===== src/rtl/painterengine_gpu_reader_scheduler.sv =====
// Round-robin job scheduler for the shared GPU DMA reader: arbitrates four requesters,
// re-arms the reader through its reset for each job, and returns ack/err per requester.
module painterengine_gpu_reader_scheduler #(
    parameter int REARM_CYCLES  = 2,
    parameter int WATCHDOG_BITS = 20
) (
    input  logic        i_wire_clock,
    input  logic        i_wire_resetn,
    input  logic [3:0]  i_wire_req,
    output logic [3:0]  o_wire_grant,
    output logic [3:0]  o_wire_ack,
    output logic [3:0]  o_wire_err,
    output logic [2:0]  o_wire_err_type,
    output logic        o_wire_busy,
    output logic [31:0] o_wire_job_cycles,
    output logic        o_wire_reader_resetn,
    output logic [3:0]  o_wire_reader_router,
    input  logic        i_wire_reader_done,
    input  logic        i_wire_reader_error,
    input  logic [2:0]  i_wire_reader_error_type
);

    localparam logic [2:0] ST_IDLE = 3'd0;
    localparam logic [2:0] ST_ARM  = 3'd1;
    localparam logic [2:0] ST_RUN  = 3'd2;
    localparam logic [2:0] ST_ACK  = 3'd3;
    localparam logic [2:0] ST_GAP  = 3'd4;

    localparam logic [2:0]               WDOG_ERR_CODE = 3'b110;
    localparam logic [WATCHDOG_BITS-1:0] WDOG_ONE      = WATCHDOG_BITS'(1);

    logic [2:0]               state;
    logic [3:0]               grant_q;
    logic [3:0]               router_q;
    logic                     reader_resetn_q;
    logic [3:0]               arm_cnt;
    logic [31:0]              job_cnt;
    logic [WATCHDOG_BITS-1:0] wdog;
    logic [1:0]               last_idx;
    logic [3:0]               ack_q;
    logic [3:0]               err_q;
    logic [2:0]               err_type_q;
    logic                     busy_q;
    logic [31:0]              job_cycles_q;

    function automatic logic [1:0] onehot_index(input logic [3:0] oh);
        logic [1:0] idx;
        idx = 2'd0;
        for (int b = 0; b < 4; b++) begin
            if (oh[b]) idx = 2'(b);
        end
        return idx;
    endfunction

    // Circular priority search starting just after the last served requester.
    logic       pick_valid;
    logic [1:0] pick_idx;
    logic [1:0] cand;
    always_comb begin
        // NOTE: every variable written here gets a default first, so no latch is inferred.
        pick_valid = 1'b0;
        pick_idx   = 2'd0;
        cand       = 2'd0;
        for (int k = 1; k <= 4; k++) begin
            cand = last_idx + 2'(k);
            if (!pick_valid && i_wire_req[cand]) begin
                pick_valid = 1'b1;
                pick_idx   = cand;
            end
        end
    end

    logic [3:0] pick_onehot;
    assign pick_onehot = 4'b0001 << pick_idx;

    logic [31:0]              job_cnt_inc;
    logic [WATCHDOG_BITS-1:0] wdog_inc;
    logic                     wdog_expire;
    logic                     run_end;
    logic                     run_fail;
    logic [2:0]               run_code;

    assign job_cnt_inc = (&job_cnt) ? job_cnt : job_cnt + 32'd1;
    assign wdog_inc    = wdog + WDOG_ONE;
    assign wdog_expire = &wdog_inc;

    // Error outranks done, done outranks the watchdog.
    assign run_end  = i_wire_reader_error | i_wire_reader_done | wdog_expire;
    assign run_fail = i_wire_reader_error | ~i_wire_reader_done;
    assign run_code = i_wire_reader_error ? i_wire_reader_error_type :
                      i_wire_reader_done  ? 3'b000 : WDOG_ERR_CODE;

    always_ff @(posedge i_wire_clock or negedge i_wire_resetn) begin
        if (!i_wire_resetn) begin
            state           <= ST_IDLE;
            grant_q         <= 4'b0000;
            router_q        <= 4'b0000;
            reader_resetn_q <= 1'b0;
            arm_cnt         <= 4'd0;
            job_cnt         <= 32'd0;
            wdog            <= '0;
            last_idx        <= 2'd3;
            ack_q           <= 4'b0000;
            err_q           <= 4'b0000;
            err_type_q      <= 3'b000;
            busy_q          <= 1'b0;
            job_cycles_q    <= 32'd0;
        end else begin
            // NOTE: state updates use non-blocking assignments so every register sees pre-edge values.
            ack_q <= 4'b0000;
            err_q <= 4'b0000;
            case (state)
                ST_IDLE: begin
                    reader_resetn_q <= 1'b0;
                    if (pick_valid) begin
                        state    <= ST_ARM;
                        grant_q  <= pick_onehot;
                        router_q <= pick_onehot;
                        arm_cnt  <= 4'(REARM_CYCLES);
                        busy_q   <= 1'b1;
                    end
                end
                ST_ARM: begin
                    if (arm_cnt == 4'd1) begin
                        state           <= ST_RUN;
                        reader_resetn_q <= 1'b1;
                        job_cnt         <= 32'd0;
                        wdog            <= '0;
                    end else begin
                        arm_cnt <= arm_cnt - 4'd1;
                    end
                end
                ST_RUN: begin
                    job_cnt <= job_cnt_inc;
                    wdog    <= wdog_inc;
                    if (run_end) begin
                        state           <= ST_ACK;
                        reader_resetn_q <= 1'b0;
                        ack_q           <= grant_q;
                        err_q           <= grant_q & {4{run_fail}};
                        err_type_q      <= run_code;
                        job_cycles_q    <= job_cnt_inc;
                    end
                end
                ST_ACK: begin
                    state    <= ST_GAP;
                    last_idx <= onehot_index(grant_q);
                    grant_q  <= 4'b0000;
                    router_q <= 4'b0000;
                end
                ST_GAP: begin
                    state  <= ST_IDLE;
                    busy_q <= 1'b0;
                end
                default: begin
                    state           <= ST_IDLE;
                    grant_q         <= 4'b0000;
                    router_q        <= 4'b0000;
                    reader_resetn_q <= 1'b0;
                    busy_q          <= 1'b0;
                end
            endcase
        end
    end

    assign o_wire_grant         = grant_q;
    assign o_wire_ack           = ack_q;
    assign o_wire_err           = err_q;
    assign o_wire_err_type      = err_type_q;
    assign o_wire_busy          = busy_q;
    assign o_wire_job_cycles    = job_cycles_q;
    assign o_wire_reader_resetn = reader_resetn_q;
    assign o_wire_reader_router = router_q;

endmodule


===== config.mk =====
export PLATFORM = sky130hd
export DESIGN_NAME = painterengine_gpu_reader_scheduler
export DESIGN_NICKNAME = d
export VERILOG_FILES = /design/src/rtl/painterengine_gpu_reader_scheduler.sv
export SDC_FILE = /design/constraint.sdc
export NUM_CORES = 1
export LEC_CHECK = 0
export ABC_AREA = 1
export CAP_MARGIN = 10
export CELL_PAD_IN_SITES_DETAIL_PLACEMENT = 1
export CELL_PAD_IN_SITES_GLOBAL_PLACEMENT = 2
export CORE_AREA = 3 3 155 127
export DETAILED_ROUTE_END_ITERATION = 8
export DIE_AREA = 0 0 158 130
export PLACE_DENSITY_LB_ADDON = 0.1
export SLEW_MARGIN = 0
export SYNTH_ARGS = -nofsm -noshare
export SYNTH_HDL_FRONTEND = slang
export SYNTH_SLANG_ARGS = --single-unit

===== constraint.sdc =====
create_clock -name i_wire_clock -period 2.5 [get_ports i_wire_clock]
set_clock_uncertainty 0.15 [all_clocks]
set_input_delay 0.5 -clock i_wire_clock [delete_from_list [all_inputs] [get_ports i_wire_clock]]
set_output_delay 0.5 -clock i_wire_clock [all_outputs]
set_load 0.02 [all_outputs]

# Yosys cells after proc, flatten, opt, wreduce, memory -nomap -nowiden
# Index checks and enable logic that the tools add are counted.
classes:
  n_mux: 44
  addsub: 6
  n_shift: 1
  n_reduce_logical: 21
  eq_ne: 9
  bitwise: 8
  order_cmp: 4
ops:
  columns: ["op", "count"]
  rows:
  - ["32-bit two-way mux", 2]
  - ["32-bit one-hot mux with 2 select lines", 1]
  - ["20-bit one-hot mux with 2 select lines", 1]
  - ["32-bit by 1-bit adder with 32-bit output (second input constant)", 1]
  - ["32-bit AND reduction", 1]
  - ["4-bit two-way mux", 7]
  - ["20-bit by 1-bit adder with 20-bit output (second input constant)", 1]
  - ["20-bit two-way mux", 1]
  - ["20-bit AND reduction", 1]
  - ["4-bit one-hot mux with 2 select lines", 2]
  - ["3-bit two-way mux", 5]
  - ["2-bit by 3-bit less-than comparator with 1-bit output (second input constant)", 4]
  - ["1-bit two-way mux", 12]
  - ["2-bit two-way mux", 6]
  - ["3-bit one-hot mux with 4 select lines", 1]
  - ["3-bit AND reduction", 3]
  - ["1-bit binary-select mux with 2-bit select", 4]
  - ["2-bit inequality test (second input constant)", 4]
  - ["2-bit AND reduction", 4]
  - ["3-bit by 2-bit equality test with 1-bit output (second input constant)", 2]
  - ["3-bit OR reduction", 2]
  - ["2-bit adder (second input constant)", 2]
  - ["4-bit AND", 1]
  - ["4-bit by 1-bit equality test with 1-bit output (second input constant)", 1]
  - ["14 further kinds", 24]
word_totals:
  regBits: 110
  output_inout_bits: 53

# Logic depth before layout (Yosys ltp)
# Gate-level depths: netlist of the first run.
depth:
  ltp_word: 16
  mapped_depth: 16

# Worst setup path after synthesis of the first run
# Ideal clock, no wire load.
synth_timing:
  kind: "register -> register"
  from: "register wdog[1]"
  to: "register job_cycles_q[28] (netlist: o_wire_job_cycles[28])"
  stages_incl_launch_ff: 16
  setup_ps: 124
  t_arrival_ps: 1859
  setup_slack_ps: 367
  path_buffers: 1
  synth_period_minus_slack_ps: 2133
  path_cell_list: "dfrtp_1 -> ha_1 -> nand2_2 -> nor2_4 -> nand2_2 -> nor2_1 -> nor2_1 -> nor2_2 -> nand2_1 -> nor2_1 -> nand3_2 -> nand2_4 -> nand2_8 -> buf_6 -> nand2_1 -> o21ai_2"
synth_between:
  elab_chain_len: 4
synth_rtl:
  columns: ["element", "line_no", "text"]
  rows:
  - ["start: declaration", "38", "logic [WATCHDOG_BITS-1:0] wdog;"]
  - ["start signal: assignment", "135", "wdog <= wdog_inc;"]
  - ["20-bit by 1-bit adder with 20-bit output", "84", "assign wdog_inc = wdog + WDOG_ONE;"]
  - ["20-bit AND reduction", "85", "assign wdog_expire = &wdog_inc;"]
  - ["1-bit OR", "88", "assign run_end = i_wire_reader_error | i_wire_reader_done | wdog_expire;"]
  - ["2-bit AND reduction (no line)", null, null]
  - ["end signal: assignment", "142", "job_cycles_q <= job_cnt_inc;"]
  - ["end: declaration", "44", "logic [31:0] job_cycles_q;"]
# Every way passes these cells.
# A chain may end at the register's enable or synchronous reset.

# Final worst setup path of the first run
layout_timing:
  from: "register wdog[0]"
  to: "register job_cycles_q[5] (netlist: o_wire_job_cycles[5])"
# The elaborated chain is that of the path after synthesis.

==> impl_results.md, run 1 <==
- H-Tree Depth: 3
- Full die area: 0.0205 sq mm
- Worst setup SP type: flip-flop
- Drt total wl: 19900 um
- Sequential cell area fraction in the yosys report: 0.459
- Mux cell area share after synthesis: 0
- Post-DRT Antenna Nets: 0
- LEAKAGE: 3.43 nW
- Synth Net Count: 788
- Die Ht: 130 um
- Slowest Stage Delay on Critical Path: 420 ps
- Synth top area share: 0.451
- Synth area leader: dfrtp_1
- Post-Synth Simple-Gate Area: 0.293
- FMAX: 402 MHz
- Unrepaired setup endpoints after global routing: yes
- Cell Pwr Density: 716 mW/mm^2
- Final period util: 0.994
- Synth top cells by count: 230 x nand2_1, 108 x dfrtp_1, 94 x inv_1, 78 x nor2_1, 47 x o21ai_0
- Dpl hpwl: 13500 um
- RR Endpoint: o_wire_job_cycles[5]$_DFFE_PN0P_
- Routability cong.: 0.855
- Largest family of logic cells by synthesized area: simple AND/OR/NAND/NOR gates
- Final Core Density: 0.438
- XOR/XNOR share of the synthesized area: 0.0497
- Hold endpoint: o_wire_reader_resetn$_DFFE_PN0P_
- Slew HR: 0.492
- Post-synth ARST share: 1.00
- I/O Pins: 64
- Power, Total: 5.68 mW
- Starting Density: 0.331
- Initial antenna violation count: 0
- Global route overflow: 0
- Most used cell, CP: nand2_4
- Reg2Reg Depth: 14
- CTS tree: done
- Cell with the most instances after synthesis: nand2_1
- Crit-path max FO: 8
- Final Cell Area: roughly 0.0079 sq mm
- Setup CP Type: reg -> reg
- CTS root buffer: clkbuf_16
- Crit path arrival time: 2590 ps
- Hold path depth: 2
- Rows: 44
- Yosys warnings: 0
- DR pass1 iterations: 4
- Ys flop type: dfrtp_1
- Total core area: roughly 0.018 sq mm
- Post-synth EDFFs: 0
- Placement Cell Area: 0.00701 sq mm
- TritonCTS Buffers: 9
- Crit-path leading delay family: simple AND/OR/NAND/NOR gates
- Final Hold Viols: 0
- Flip-flop and latch count after synthesis: 110
- Fin. max-slew vios: 0
- Critical path's slowest cell: dfrtp_1
- First-pass GRT wire length: approximately 30000 um
- Diode count: 0
- Worst setup margin: 13.8 ps
- PortBufs: 63
- Via count: 5518
- Drt drc: 0
- Synth Area in Adders: 0.0104
- Avg WL per Cell: 18.0 um
- Synth unique cells: 38
- Chip Width: 158 um
- Drt first-iter violations: between 200 and 300
- Outcome: finished, final reports clean
- Reg2reg setup slack: 10 ps
- Vias/cell: 5.01
- Largest net degree at the start of global routing: 48
- Crit end category: flip-flop
- CP cell instances: ha_4 -> nand2_4 -> nor2_4 -> nand2_4 -> xor2_2 -> nor2_1 -> nand2_1 -> nor2_2 -> nand3_2 -> nand2_4 -> nand2_8 -> clkbuf_16 -> nand2_1 -> o21ai_2
- Max-capacitance violation count: 0
- Worst hold path type: reg -> reg
- Worst-margin pin slew: around 760 ps
- Clk Latency, worst-skew pair: 360 ps
- Worst r2r src: wdog[0]$_DFFE_PN0P_
- Hold_sp: o_wire_reader_resetn$_DFFE_PN0P_
- Reg clk slew, reported paths: 80 ps
- Synthesized area: about 0.0060 sq mm
- Peak supply drop: 0.000374 V
- Layout Nets: 882
- Period minus WS final: 2490 ps
- DP Worst Slack: -96.3 ps
- Buffers & Inverters on Critical Path: 1
- Area Overhead vs Synth: 32.4%
- GRT Total Usage: 0.186
- Clk buf depth: 2
- Vias in the first global route: approximately 5600
- Synth Area in Compound Gates: 0.0983
- CTS sink cnt: between 100 and 150
- CP Data Required Time: between 2000 and 3000 ps
- Synth area leaders: dfrtp_1 45%, nand2_1 14%, inv_1 5.9%
- Proportion of layout cells with a drive suffix above 1: 0.195
- Mapped Cells: 772
- Final setup viols: 0
- Synthesized area per cell: about 7.8 sq um
==> sequential cells by signal, indices dropped and copies added, names as in the netlist <==
register	cells
job_cnt	32
o_wire_job_cycles	32
wdog	20
arm_cnt	4
o_wire_ack	4
o_wire_err	4
o_wire_reader_router	4
o_wire_err_type	3
state	3
last_idx	2
o_wire_busy	1
o_wire_reader_resetn	1
==> worst max path at each step <==
stage,cells past startpoint,slack [ps],from,endpoint
2_1_floorplan,15,370,wdog[1]$_DFFE_PN0P_,o_wire_job_cycles[28]$_DFFE_PN0P_
3_3_place_gp,12,60,job_cnt[1]$_DFFE_PN0P_,job_cnt[17]$_DFFE_PN0P_
3_5_place_dp,13,-100,i_wire_req[2],o_wire_reader_router[3]$_DFFE_PN0P_
4_1_cts,12,10,job_cnt[1]$_DFFE_PN0P_,job_cnt[20]$_DFFE_PN0P_
5_1_grt,14,-110,wdog[3]$_DFFE_PN0P_,o_wire_job_cycles[5]$_DFFE_PN0P_
6_report,14,10,wdog[0]$_DFFE_PN0P_,o_wire_job_cycles[5]$_DFFE_PN0P_
==> worst min-delay path, stage by stage, from the launching register on <==
cell and delay, ps:
dfrtp_1 350, nand2_1 50, nand2_1 50
==> logic make-up after synthesis <==
kind of cell | count (synthesis)
buf+inv | 120
compound gates | 99
flops | 110
xor+xnor | 34
simple gates | 404
fa+ha+maj | 5
==> stage by stage <==
stage          hold WS (ps)  cells  setup TNS [ps]
2_1_floorplan          54.4    772               0
3_3_place_gp            312   1069               0
3_5_place_dp            319   1069            -264
4_1_cts                 339   1086               0
5_1_grt                 358   1101           -2990
6_report                333   1101               0
==> cell type report <==
cell class / count / area (sq um)
clock buffers: 12 / 256
repair buffers: 106 / 1100
well taps: 230 / 288
inverters: 96 / 368
clock inverters: 4 / 30.0
multi-input cells: 543 / 3140
flip-flops and latches: 110 / 2760
fillers: 2184 / 10200
==> routing by layer <==
layer | global-route usage | up-vias | share of wire
li1 | - | 2662 | -
met1 | 0.277 | 2747 | 0.52
met2 | 0.285 | 95 | 0.43
met3 | 0.0358 | 14 | 0.042
met4 | 0.0354 | 0 | 0.0077
met5 | 0 | - | 0
==> timing repair <==
item	CTS	global route
endpoints found under the hold margin	27	0
setup endpoints to repair	0	67
setup buffers	0	8
resized for setup	0	117
hold buffers	1	0
==> cell usage in the layout (no fill, tap or decap), types with 9 or more instances in the layout <==
cell type / netlist / routed
nor2_4: 1 / 9
xor2_1: 32 / 29
o21ai_2: 16 / 17
nor2_1: 78 / 68
nand4_1: 22 / 22
inv_1: 94 / 94
nand3_1: 29 / 27
clkdlybuf4s50_1: 0 / 62
o21ai_0: 47 / 42
buf_4: 5 / 32
nand2_2: 3 / 20
nor3_1: 14 / 11
dfrtp_1: 108 / 106
nor2_2: 10 / 12
nand2_1: 230 / 187
nand2_4: 1 / 27
clkbuf_16: 0 / 13
o22ai_1: 24 / 24
==> where the power goes <==
| group | switching [mW] | internal [mW] | total, mW |
|---|---|---|---|
| Sequential | 0.188 | 1.98 | 2.17 |
| Clock | 0.723 | 0.740 | 1.46 |
| Combinational | 1.30 | 0.753 | 2.05 |
| Total | 2.21 | 3.47 | 5.68 |
Note: power is estimated with default switching activity, not from simulation.
==> run 2: changes to the inputs <==
--- a/config.mk
+++ b/config.mk
@@ -9,9 +9,9 @@
 export CAP_MARGIN = 10
 export CELL_PAD_IN_SITES_DETAIL_PLACEMENT = 1
 export CELL_PAD_IN_SITES_GLOBAL_PLACEMENT = 2
-export CORE_AREA = 3 3 155 127
+export CORE_AREA = 2 2 154 126
 export DETAILED_ROUTE_END_ITERATION = 8
-export DIE_AREA = 0 0 158 130
+export DIE_AREA = 0 0 156 128
 export PLACE_DENSITY_LB_ADDON = 0.1
 export SLEW_MARGIN = 0
 export SYNTH_ARGS = -nofsm -noshare
==> impl_results.md, run 2 (same netlist as run 1, synthesis figures left out) <==
- PortBufs: 63
- First-pass GRT wire length: 30000 um
- Hold path depth: 2
- Crit path arrival time: about 2600 ps
- H-Tree Depth: 3
- Clk Latency, worst-skew pair: roughly 360 ps
- Placement Cell Area: 0.00703 sq mm
- Final setup viols: 0
- Period minus WS final: 2470 ps
- Total core area: 0.0185 sq mm
- Drt first-iter violations: 298
- Hold_ws: between 300 and 400 ps
- Worst-margin pin slew: 733 ps
- Full die area: 0.0200 sq mm
- Peak supply drop: approximately 0.00034 V
- Global route overflow: 0
- Worst hold path type: reg -> reg
- Crit end category: flip-flop
- Commonest non-fill, non-tap cell in the layout: nand2_1
- LEAKAGE: 3.40 nW
- RR Endpoint: o_wire_job_cycles[12]$_DFFE_PN0P_
- Initial antenna violation count: 0
- Crit path from: wdog[0]$_DFFE_PN0P_
- Rows: 45
- Starting Density: 0.324
- Fin. max-slew vios: 0
- Post-DRT Antenna Nets: 0
- Setup CP Type: reg -> reg
- DR pass1 iterations: 4
- Placed cells: 1074
- Final Cell Area: 0.00782 sq mm
- CTS sink cnt: 110
- Vias in the first global route: 5612
- CTS root buffer: clkbuf_16
- Worst r2r src: wdog[0]$_DFFE_PN0P_
- Chip Width: 156 um
- Final period util: 0.987
- Cell Pwr Density: 744 mW/mm^2
- Worst setup SP type: flip-flop
- Reg clk slew, reported paths: 80 ps
- Final Non-Filler Cells: roughly 1100
- Most frequent cells in the layout: 206 x nand2_1, 107 x dfrtp_1, 94 x inv_1
- Clk buf depth: 2
- Diode count: 0
- Layout Nets: 882
- Critical path's slowest cell: dfrtp_1
- Outcome: finished, final reports clean
- Area Overhead vs Synth: 30.3%
- Fill cells: 2225
- Crit-path max FO: 21
- Final Hold Viols: 0
- Avg WL per Cell: ~18 um
- Drt total wl: 19500 um
- Largest net degree at the start of global routing: 43
- Drt drc: 0
- Reg2reg setup slack: 30 ps
- I/O Pins: 64
- Worst setup path end: o_wire_job_cycles[12]$_DFFE_PN0P_
- Routability cong.: 0.887
- Vias/cell: ~5
- Slew HR: 0.507
- GRT Total Usage: 0.192
- Reg2Reg Depth: 15
- CP cell instances: buf_6 -> inv_1 -> nor2_4 -> nand2_4 -> o21ai_2 -> nand2_2 -> nor2_2 -> nand2_1 -> nor2_2 -> nand3_2 -> nand2_4 -> nand2_8 -> buf_12 -> nand2_1 -> o21ai_2
- CP Data Required Time: 2610 ps
- Proportion of layout cells with a drive suffix above 1: 0.170
- Unrepaired setup endpoints after global routing: yes
- Die Ht: 128 um
- Via count: 5481
- CTS tree: done
- FMAX: roughly 400 MHz
- Final Core Density: 0.422
- Slowest Stage Delay on Critical Path: around 420 ps
- Max-capacitance violation count: 0
- TritonCTS Buffers: 9
- Dpl hpwl: 13500 um
## run 2: changes by cell type in the layout (fill, tap and decap cells not counted), moves of 2 or more
cell	change
o21ai_0	+3
nor3_2	+4
nand2_4	-13
buf_12	+3
nor3_4	-4
nand2_2	-5
o21ai_1	-3
bufinv_16	+2
nand2_1	+19
buf_4	-2
## run 2: worst min-delay path by stage
| stage | from | endpoint | slack, ps |
|---|---|---|---|
| 6_report | o_wire_job_cycles[20]$_DFFE_PN0P_ | o_wire_job_cycles[20]$_DFFE_PN0P_ | 340 |
| 5_1_grt | o_wire_job_cycles[13]$_DFFE_PN0P_ | o_wire_job_cycles[13]$_DFFE_PN0P_ | 360 |
| 4_1_cts | o_wire_job_cycles[19]$_DFFE_PN0P_ | o_wire_job_cycles[19]$_DFFE_PN0P_ | 340 |
| 3_5_place_dp | o_wire_job_cycles[19]$_DFFE_PN0P_ | o_wire_job_cycles[19]$_DFFE_PN0P_ | 320 |
| 3_3_place_gp | o_wire_job_cycles[3]$_DFFE_PN0P_ | o_wire_job_cycles[3]$_DFFE_PN0P_ | 310 |
| 2_1_floorplan | i_wire_resetn | arm_cnt[0]$_DFFE_PN0P_ | 50 |
## run 2: repair_timing
| item | CTS | global route |
|---|---|---|
| setup buffers | 0 | 9 |
| endpoints found under the setup margin | 0 | 64 |
| gates resized for setup | 0 | 70 |
| hold buffers | 1 | 0 |
| hold endpoints to repair | 26 | 0 |
## run 2: metal layers
metal  vias to the layer above  GRT usage  wire length (um)
met4                         0     0.0405               201
li1                       2653          -                 -
met3                        14     0.0328               595
met1                      2729      0.287             10200
met2                        85      0.292              8450
met5                         -          0                 0
## run 2: area by class of cell
type	instances	area [sq um]	area share
inverters	96	365	0.0467
repair buffers	106	1100	0.141
well taps	235	294	0.0376
clock buffers	10	239	0.0306
multi-input cells	543	2970	0.379
flip-flops and latches	110	2760	0.353
clock inverters	6	92.6	0.0118
## run 2: critical path, delay by kind of cell, from the launching register on
| kind | cells | cell delay (ps) |
|---|---|---|
| simple gates | 10 | 1190 |
| buf+inv | 3 | 400 |
| flops | 1 | 420 |
| compound gates | 2 | 200 |
## run 2: power breakdown
part	total, mW	internal [mW]	switching [mW]
Sequential	2.15	1.98	0.171
Clock	1.64	0.916	0.722
Combinational	2.02	0.753	1.27
Total	5.81	3.65	2.16
## run 2: metrics by stage
step	TNS (ps)	setup slack, ps	total power, mW
after floorplan	0	367	3.32
after global placement	0	13.2	3.91
after detailed placement	-185	-97.8	3.98
after CTS	0	23.9	5.66
after global routing	-1640	-76.4	6.17
final	0	33.4	5.81
==> run 3: changes to the inputs <==
--- a/config.mk
+++ b/config.mk
@@ -13,6 +13,7 @@
 export DETAILED_ROUTE_END_ITERATION = 8
 export DIE_AREA = 0 0 156 128
 export PLACE_DENSITY_LB_ADDON = 0.1
+export SETUP_SLACK_MARGIN = 0.5
 export SLEW_MARGIN = 0
 export SYNTH_ARGS = -nofsm -noshare
 export SYNTH_HDL_FRONTEND = slang
==> impl_results.md, run 3 (same netlist as run 1, synthesis figures left out) <==
- Outcome: finished, final reports clean
- Full die area: 0.0200 sq mm
- Crit-path max FO: 4
- H-Tree Depth: 3
- Cell Pwr Density: 718 mW/mm^2
- Final period util: 0.967
- Total core area: roughly 0.019 sq mm
- Starting Density: 0.324
- Max-capacitance violation count: 0
- Peak supply drop: 0.000412 V
- Chip Width: 156 um
- CTS tree: done
- Post-CTS Hold Buffers: 0
- Rows: 45
- Slew HR: 0.550
- Most frequent cells in the layout: 180 x nand2_1, 106 x dfrtp_1, 76 x inv_1
- Final Non-Filler Cells: 1138
- Period minus WS final: 2420 ps
- Fill cells: 2151
- CTS sink cnt: 110
- I/O Pins: 64
- Avg WL per Cell: about 17 um
- LEAKAGE: 4.30 nW
- Drt first-iter violations: 241
- Vias in the first global route: 5836
- Final Hold Viols: 0
- Worst hold path type: in -> async
- TritonCTS Buffers: 9
- Drt drc: 0
- PortBufs: 63
- Via count: 5514
- Clk Latency, worst-skew pair: 360 ps
- Placed cells: ~1100
- Proportion of layout cells with a drive suffix above 1: 0.328
- Diode count: 0
- Worst-margin pin slew: about 670 ps
- Worst setup SP type: flip-flop
- Largest net degree at the start of global routing: 45
- Vias/cell: 4.85
- Routability cong.: 0.844
- DR pass1 iterations: 4
- CTS root buffer: clkbuf_16
- Final setup viols: 0
- Fin. max-slew vios: 0
- Global route overflow: 0
- Dpl hpwl: 13400 um
- Worst setup margin: around 83 ps
- Crit end category: flip-flop
- Crit path arrival time: 2520 ps
- GRT Total Usage: 0.197
- Commonest non-fill, non-tap cell in the layout: nand2_1
- Power, Total: 6.29 mW
- CP Data Required Time: 2600 ps
- Unrepaired setup endpoints after global routing: yes
- FMAX: 414 MHz
- Initial antenna violation count: 0
- Reg clk slew, reported paths: 80 ps
- First-pass GRT wire length: 31100 um
- Clk buf depth: 2
- Die Ht: 128 um
- DP Worst Slack: -65.1 ps
- Setup CP Type: reg -> reg
- Layout Nets: between 900 and 1000
- Drt total wl: 19500 um
- Area Overhead vs Synth: 46.1%
- Post-DRT Antenna Nets: 0
## run 3: final timing paths
kind	startpoint	to	slack (ps)	cells after the start
max in group asynchronous	i_wire_resetn	job_cnt[2]$_DFFE_PN0P_	1530	2
worst min-delay path	i_wire_resetn	state[2]$_DFFE_PN0P_	3	1
worst min register to register	o_wire_job_cycles[29]$_DFFE_PN0P_	o_wire_job_cycles[29]$_DFFE_PN0P_	320	2
min in group i_wire_clock	o_wire_job_cycles[29]$_DFFE_PN0P_	o_wire_job_cycles[29]$_DFFE_PN0P_	320	2
worst max-delay path	wdog[1]$_DFFE_PN0P_	o_wire_job_cycles[11]$_DFFE_PN0P_	80	17
worst max register to register	wdog[1]$_DFFE_PN0P_	o_wire_job_cycles[11]$_DFFE_PN0P_	80	17
## run 3: cell type report
cell class                 count  area [sq um]  area share
clock buffer                   9           225      0.0257
sequential                   110          2760       0.315
clock inverter                 7          63.8     0.00728
inverter                      96           372      0.0424
multi-input combinational    543          3620       0.413
tap                          235           294      0.0336
timing repair buffer         138          1430       0.163
## run 3: routing by layer
metal,vias to the layer above,routed length (um),part of all wire,track usage
met5,-,0,0,0
met4,0,152,0.0078,0.0372
met3,12,584,0.030,0.0321
met2,74,8690,0.45,0.303
met1,2717,10100,0.52,0.294
li1,2711,-,-,-
## run 3: where the power goes
| part | switching (mW) | internal, mW | total, mW |
|---|---|---|---|
| combinational | 1.58 | 1.07 | 2.65 |
| clock | 0.752 | 0.704 | 1.46 |
| sequential | 0.206 | 1.98 | 2.19 |
| total | 2.54 | 3.75 | 6.29 |
## run 3: repair_timing
item	in CTS	in global routing
gates cloned	1	1
endpoints found under the hold margin	0	0
setup buffers	27	19
gates resized for setup	168	150
setup endpoints to repair	117	122
pin swaps	24	38
## run 3: metrics by stage
step / hold slack (ps) / instance area, sq um / setup TNS (ps) / util
floorplan: 54.4 / 6030 / 0 / -
global placement: 307 / 7060 / 0 / 0.381
detailed placement: 310 / 7060 / -181 / 0.381
CTS: 19.9 / 8020 / 0 / 0.433
global route: 36.9 / 8760 / -1420 / 0.473
finish: 3.13 / 8760 / 0 / 0.473
## run 3: worst max-delay path, stage by stage, from the launching register on
cell and delay (ps):
dfrtp_1 430, buf_6 130, nand2_2 60, nor2_4 210, buf_6 120, nand3b_1 80, nand2_1 70, nand2_1 90
nor2_1 120, nand2_1 80, nor2_2 110, nand3_2 110, nand2_4 120, buf_12 120, nand2_4 60, buf_6 150
nand2_2 50, o21ai_2 40
